==> src/rtl/fonte_operandos_somador.sv <==
// Operand buffer and initiator for the summation adder: collects host operands,
// streams them to the adder after go, then captures the returned sum or times out.
//
// state   | meaning
// S_IDLE  | host may write operands; go starts a batch when the buffer is non-empty
// S_START | one-cycle inicio pulse to the adder
// S_SEND  | present buffer[i] on valor, one operand per clock
// S_WAIT  | wait for pronto, bounded by TIMEOUT
// S_DONE  | one-cycle concluido; buffer emptied
module fonte_operandos_somador #(
    parameter int W       = 6,
    parameter int DEPTH   = 4,
    parameter int TIMEOUT = 255
) (
    input  logic         clk,
    input  logic         reset,
    input  logic         wr_en,
    input  logic [W-1:0] wr_data,
    input  logic         go,
    output logic         cheio,
    output logic         ocupado,
    output logic         inicio,
    output logic [W-1:0] valor,
    output logic         valor_valid,
    output logic         valor_ultimo,
    input  logic         pronto,
    input  logic [W-1:0] soma_in,
    input  logic         overflow_in,
    output logic [W-1:0] resultado,
    output logic         resultado_ovf,
    output logic         erro,
    output logic         concluido
);

    localparam int CW = $clog2(DEPTH + 1);
    localparam int IW = $clog2(DEPTH);
    localparam logic [CW-1:0] N_FULL = CW'(DEPTH);

    typedef enum logic [2:0] {
        S_IDLE,
        S_START,
        S_SEND,
        S_WAIT,
        S_DONE
    } state_t;

    state_t        state, state_nxt;
    logic [CW-1:0] n;
    logic [IW-1:0] i;
    logic [7:0]    wait_cnt;
    logic [W-1:0]  buf_mem [DEPTH];

    logic last_op;
    logic timeout_hit;
    logic start_ok;
    logic wr_accept;

    always_comb begin
        last_op     = (CW'(i) == (n - CW'(1)));
        timeout_hit = (wait_cnt == 8'd0);
        start_ok    = go && (n != '0);
        wr_accept   = (state == S_IDLE) && wr_en && (n != N_FULL) && !start_ok;
    end

    always_ff @(posedge clk or posedge reset) begin
        if (reset) begin
            state <= S_IDLE;
        end else begin
            state <= state_nxt;
        end
    end

    always_comb begin
        state_nxt = state;
        case (state)
            S_IDLE:  if (start_ok) state_nxt = S_START;
            S_START: state_nxt = S_SEND;
            S_SEND:  if (last_op) state_nxt = S_WAIT;
            S_WAIT:  if (pronto || timeout_hit) state_nxt = S_DONE;
            S_DONE:  state_nxt = S_IDLE;
            default: state_nxt = S_IDLE;
        endcase
    end

    // Outputs decoded from registered state only, so reset clears them at once.
    always_comb begin
        inicio       = (state == S_START);
        valor_valid  = (state == S_SEND);
        valor_ultimo = (state == S_SEND) && last_op;
        valor        = (state == S_SEND) ? buf_mem[i] : '0;
        ocupado      = (state != S_IDLE);
        concluido    = (state == S_DONE);
        cheio        = (n == N_FULL);
    end

    always_ff @(posedge clk) begin
        if (wr_accept) begin
            buf_mem[n[IW-1:0]] <= wr_data;
        end
    end

    always_ff @(posedge clk or posedge reset) begin
        if (reset) begin
            n             <= '0;
            i             <= '0;
            wait_cnt      <= 8'd0;
            resultado     <= '0;
            resultado_ovf <= 1'b0;
            erro          <= 1'b0;
        end else begin
            case (state)
                S_IDLE: begin
                    i <= '0;
                    if (wr_accept) n <= n + CW'(1);
                end
                S_SEND: begin
                    if (last_op) wait_cnt <= 8'(TIMEOUT);
                    else         i <= i + IW'(1);
                end
                S_WAIT: begin
                    // pronto wins over an expiring timer in the same cycle
                    if (pronto) begin
                        resultado     <= soma_in;
                        resultado_ovf <= overflow_in;
                        erro          <= 1'b0;
                    end else if (timeout_hit) begin
                        erro <= 1'b1;
                    end else begin
                        wait_cnt <= wait_cnt - 8'd1;
                    end
                end
                S_DONE: n <= '0;
                default: ;
            endcase
        end
    end

endmodule
==> config.mk <==
export PLATFORM = sky130hd
export DESIGN_NAME = fonte_operandos_somador
export DESIGN_NICKNAME = d
export VERILOG_FILES = /design/src/rtl/fonte_operandos_somador.sv
export SDC_FILE = /design/constraint.sdc
export NUM_CORES = 1
export LEC_CHECK = 0
export ABC_CLOCK_PERIOD_IN_PS = 3000
export CAP_MARGIN = 20
export CELL_PAD_IN_SITES_DETAIL_PLACEMENT = 2
export CELL_PAD_IN_SITES_GLOBAL_PLACEMENT = 2
export CORE_ASPECT_RATIO = 1.75
export CORE_MARGIN = 10
export CORE_UTILIZATION = 36
export CTS_CLUSTER_DIAMETER = 100
export DETAILED_ROUTE_END_ITERATION = 12
export HOLD_SLACK_MARGIN = 0.02
export PLACE_DENSITY_LB_ADDON = 0.05
export SKIP_CTS_REPAIR_TIMING = 1
export SYNTH_ARGS = -nofsm -noshare
export SYNTH_HDL_FRONTEND = slang
export SYNTH_SLANG_ARGS = --single-unit
==> constraint.sdc <==
create_clock -name clk -period 3 [get_ports clk]
set_clock_uncertainty 0.05 [all_clocks]
set_input_delay 0.9 -clock clk [delete_from_list [all_inputs] [get_ports clk]]
set_output_delay 0.9 -clock clk [all_outputs]
set_load 0.02 [all_outputs]
Word level (Yosys, flattened, before mapping)
Memories as Yosys holds them, arrays and structs flattened.
Cells that the tools add are included.
Widths: inputs -> output; s select.
{"block": "op_classes", "add_sub_neg": 4, "n_reduce_logical": 21, "muxes": 17, "n_eq_ne": 14}
{"op": "$mux 8", "count": 3}
{"op": "$pmux 8 s2", "count": 1}
{"op": "$mux 3", "count": 4}
{"op": "$ne 2x2->1 const B", "count": 6}
{"op": "$pmux 3 s4", "count": 1}
{"op": "$logic_not 8->1", "count": 1}
{"op": "$reduce_and 2->1", "count": 4}
{"op": "$reduce_bool 2->1", "count": 4}
{"op": "$sub 8x1->8 const B", "count": 1}
{"op": "$eq 3x2->1 const B", "count": 2}
{"op": "$eq 3x3->1 const B", "count": 2}
{"op": "$mux 6", "count": 1}
{"op": "$pmux 3 s2", "count": 1}
{"op": "$reduce_bool 3->1", "count": 2}
{"op": "$logic_and 1x1->1", "count": 5}
{"op": "$mux 1", "count": 4}
{"op": "$pmux 2 s2", "count": 1}
{"op": "$reduce_and 4->1", "count": 1}
{"op": "$add 3x1->3 const B", "count": 1}
{"op": "$eq 2x3->1", "count": 1}
{"op": "$eq 3x1->1 const B", "count": 1}
{"op": "$logic_not 3->1", "count": 1}
{"op": "$ne 3x3->1 const B", "count": 1}
{"op": "$reduce_and 3->1", "count": 1}
{"op": "6 further kinds", "count": 6}
{"block": "totals", "reg_bits": 24, "output_inout_bits": 20, "memories": 1, "inputBits": 18, "ram_bits": 24}
{"memory": "buf_mem", "words": 4, "word_bits": 6, "read_ports": 1, "rd_clocked_by_memory_dff": 0, "wr": 1, "line_no": "51", "text": "logic [W-1:0] buf_mem [DEPTH];"}

Depth between registers and ports, before layout
{"block": "depth", "word_depth": 6, "depth_mapped": 6, "depth_no_buf": 6}

Least setup slack after synthesis
No wires, ideal clock.
{"block": "synth_timing", "path_kind": "register to output", "from": "register n[0]", "to": "output valor_ultimo", "t_required_ps": 2050, "t_arrival_ps": 1808, "slack_ps": 242, "n_path_buf": 0, "path_stages_with_launch": 6, "cell_sequence": "dfrtp_1 inv_1 ha_1 xnor2_1 nor3_1 and2_1"}
{"block": "synth_between", "elab_chain_len": 3}
{"item": "start, declared", "line_no": "48", "text": "logic [CW-1:0] n;"}
{"item": "start signal, assigned", "line_no": "114", "text": "if (wr_accept) n <= n + CW'(1);"}
{"item": "$sub 3x1->3", "line_no": "59", "text": "last_op = (CW'(i) == (n - CW'(1)));"}
{"item": "$eq 2x3->1", "line_no": "59"}
{"item": "$logic_and 1x1->1", "line_no": "89", "text": "valor_ultimo = (state == S_SEND) && last_op;"}
{"item": "end, declared", "line_no": "25", "text": "output logic valor_ultimo,"}
No other way between the ends.

Final worst setup path
Ends and elaborated chain as after synthesis.

==> metrics.md <==
| Metric | Value |
|---|---|
| Status | `complete, no violations` |
| Worst-Margin Slew | `0.731 ns` |
| Top FF cell, synth | `edfxtp_1` |
| Synth async-reset ratio | `50.0%` |
| Count of flip-flops with a built-in enable after synthesis | `24` |
| Final hold violation count | `0` |
| Final Core Density | `a little under half` |
| Vias after detailed routing | `roughly 1500` |
| Yosys warning total | `0` |
| Met3 Usage GRT | `under 10%` |
| #FFs+latches synth | `48` |
| Clk_lat worst skew | `around 0.30 ns` |
| R2r worst-path depth | `4` |
| TritonCTS clock tree | `built` |
| Clk slew on worst S/H paths | `approximately 0.090 ns` |
| I/O Buffers | `37` |
| Final Power | `between 2 and 3 mW` |
| Drt wl/cell | `between 20 and 25 um` |
| Crit share post-route | `between 90 and 100%` |
| GRT Overall Usage | `roughly an eighth` |
| H-Tree Level Count | `2` |
| Fillers | `around 620` |
| Drt drc | `0` |
| Commonest cells in the netlist | `dfrtp_1 (24), edfxtp_1 (24), inv_1 (13)` |
| Global Route met2 Usage | `25.3%` |
| CP max FO | `3` |
| Die width | `80.1 um` |
| Syn nets | `between 150 and 200` |
| Slew headroom | `50.7%` |
| Initial antenna violation count | `0` |
| Seq/Total Area, Yosys | `about three fifths` |
| Synth Cell Area | `~0.0023 mm^2` |
| Fraction of layout cells with a size suffix above 1 | `21.8%` |
| HP Class | `reg -> reg` |
| CTS root buf | `clkbuf_8` |
| WL final | `~6 mm` |
| CTS sink cnt | `48` |
| Crit. End Element | `output port` |
| Post-synth top area share | `between 30% and 40%` |
| Compound-Gate Fraction of Synth Area | `roughly a tenth` |
| DP Area | `roughly 0.0028 mm^2` |
| Largest net degree at the start of global routing | `25` |
| Post-Syn Area per Cell | `between 10 and 15 um^2` |
| Die area | `0.0100 mm^2` |
| Row count | `38` |
| Crit Path Category | `reg -> out` |
| Peak Freq | `between 300 and 400 MHz` |
| Global-route wire length before repair | `roughly 10 mm` |
| Arrival time worst endpoint | `approximately 1.9 ns` |
| RSZ-0062 raised after global routing | `false` |
| Combinational family with the most area after synthesis | `simple AND/OR/NAND/NOR gates` |
| Simple-gate share of the synthesized area | `a little under an eighth` |
| Synth unique cells | `between 40 and 50` |
| Final Cell Area | `0.00295 mm^2` |
| Io pins | `38` |
| VDD IR-drop max | `about 0.00052 V` |
| Fin cells | `300` |
| Worst EP required | `between 2 and 2.5 ns` |
| Mapped Cells | `~170` |
| Max Slew Vio Count | `0` |
| Vias per cell | `5.10` |
| Drt first pass iters | `2` |
| Nets | `244` |
| Largest cells by area after synthesis | `edfxtp_1 (32%), dfrtp_1 (26%), mux4_2 (5.9%)` |
| GRT Max-Usage Layer | `met2` |
| PwrDens | `970 mW/mm^2` |
| Top cell type by total area after synthesis | `edfxtp_1` |
| Final setup fails | `0` |
| GR Util met1 | `around 13%` |
| Post-Synth Adder-Cell Area | `3.85%` |
| Mux share of post-synthesis cell area | `11.0%` |
| Die Ht | `125 um` |
| Core area | `0.00618 mm^2` |
| Leakage | `1.22 nW` |
| Max-cap violations | `0` |
| Detailed Place HPWL | `around 4.8 mm` |
| Post-Synth XOR/XNOR Area | `under 10%` |
| P&R area growth vs syn | `29.6%` |
| TNS Setup | `0 ns` |
| # placed instances | `~300` |
| Initial core utilization | `between 30% and 40%` |
| ANT cells | `0` |
| Worst Setup Start Kind | `flip-flop` |
| GP Congestion | `around 0.8` |
| Routed Antenna Nets | `0` |
| CTS max path bufs | `2` |
| Vias in the first global route | `around 1800` |
| Final min period | `2.86 ns` |
| Initial DRC count | `45` |
| Total congestion overflow | `0` |
| Total CTS buffers | `5` |
| Hold depth | `1` |
-- registers in the layout, summed over array words and instances, names as in the netlist --
signal and count:
wait_cnt 8, resultado 6, erro 1, state 3
n 3, i 2, resultado_ovf 1, buf_mem 24
-- kinds of logic (layout without fill, tap and decap cells) --
group / count (synthesis) / count (layout)
AND/OR/NAND/NOR: 46 / 46
XOR/XNOR: 5 / 5
adder cells (fa/ha/maj): 7 / 7
multiplexers: 16 / 16
AO/OA/AOI/OAI: 27 / 27
buffers and inverters: 18 / 71
flip-flops: 48 / 48
-- worst max-delay path, cell delays in order, from the launching register on --
cell and delay [ns]:
dfrtp_1 0.38, inv_1 0.09, ha_1 0.33, xnor2_1 0.14, nor3_1 0.26, and2_1 0.22, clkbuf_2 0.19
-- power breakdown --
part | internal, mW | leakage (nW) | switching (mW)
Sequential | 0.869 | 0.493 | 0.146
Combinational | 0.662 | 0.675 | 0.713
Clock | 0.246 | 0.0503 | 0.225
Total | 1.78 | 1.22 | 1.08
-- area by class of cell --
type,count,area (um^2),share of cell area (%)
Tap cell,80,100,3.39
Clock inverter,3,42.5,1.44
Inverter,13,48.8,1.65
Clock buffer,5,68.8,2.33
Sequential cell,48,1320,44.8
Multi-Input combinational cell,101,877,29.7
Timing Repair Buffer,50,490,16.6
-- placed cells by master (no fill, tap or decap), types with 6 or more instances in the layout --
master	Yosys	routed
nor3_1	6	6
mux2_2	8	8
dfrtp_1	24	24
buf_4	2	12
clkdlybuf4s50_1	0	30
nor2_1	8	8
nand2_1	7	7
dlymetal6s2s_1	0	6
o21ai_0	7	7
inv_1	13	13
edfxtp_1	24	24
ha_1	7	7
mux4_2	6	6
and3_1	6	6
-- layer usage --
metal | routed length, um | up-vias
met3 | 182 | 6
met5 | 0 | -
met1 | 2160 | 786
met4 | 77 | 0
met2 | 3650 | 22
li1 | - | 717
-- worst paths after layout --
path	start	end	slack, ns
max	n[0]$_DFFE_PP0P_	valor_ultimo	0.14
min reg2reg	resultado[5]$_DFFE_PP0P_	resultado[5]$_DFFE_PP0P_	0.47
max reg2reg	state[1]$_DFFE_PP0P_	buf_mem[2][0]$_DFFE_PP_	0.65
min in group asynchronous	reset	resultado[3]$_DFFE_PP0P_	0.90
max in group asynchronous	reset	n[1]$_DFFE_PP0P_	1.74
min	resultado[5]$_DFFE_PP0P_	resultado[5]$_DFFE_PP0P_	0.47
-- through the flow --
stage / hold WS, ns / worst slack (ns)
finish: 0.465 / 0.141
floorplan: 0.441 / 0.242
CTS: 0.472 / -0.344
detailed placement: 0.452 / -0.00208
global placement: 0.436 / 0.113
global route: 0.493 / 0.0396
No activity file was read; power rests on OpenSTA's default activity.
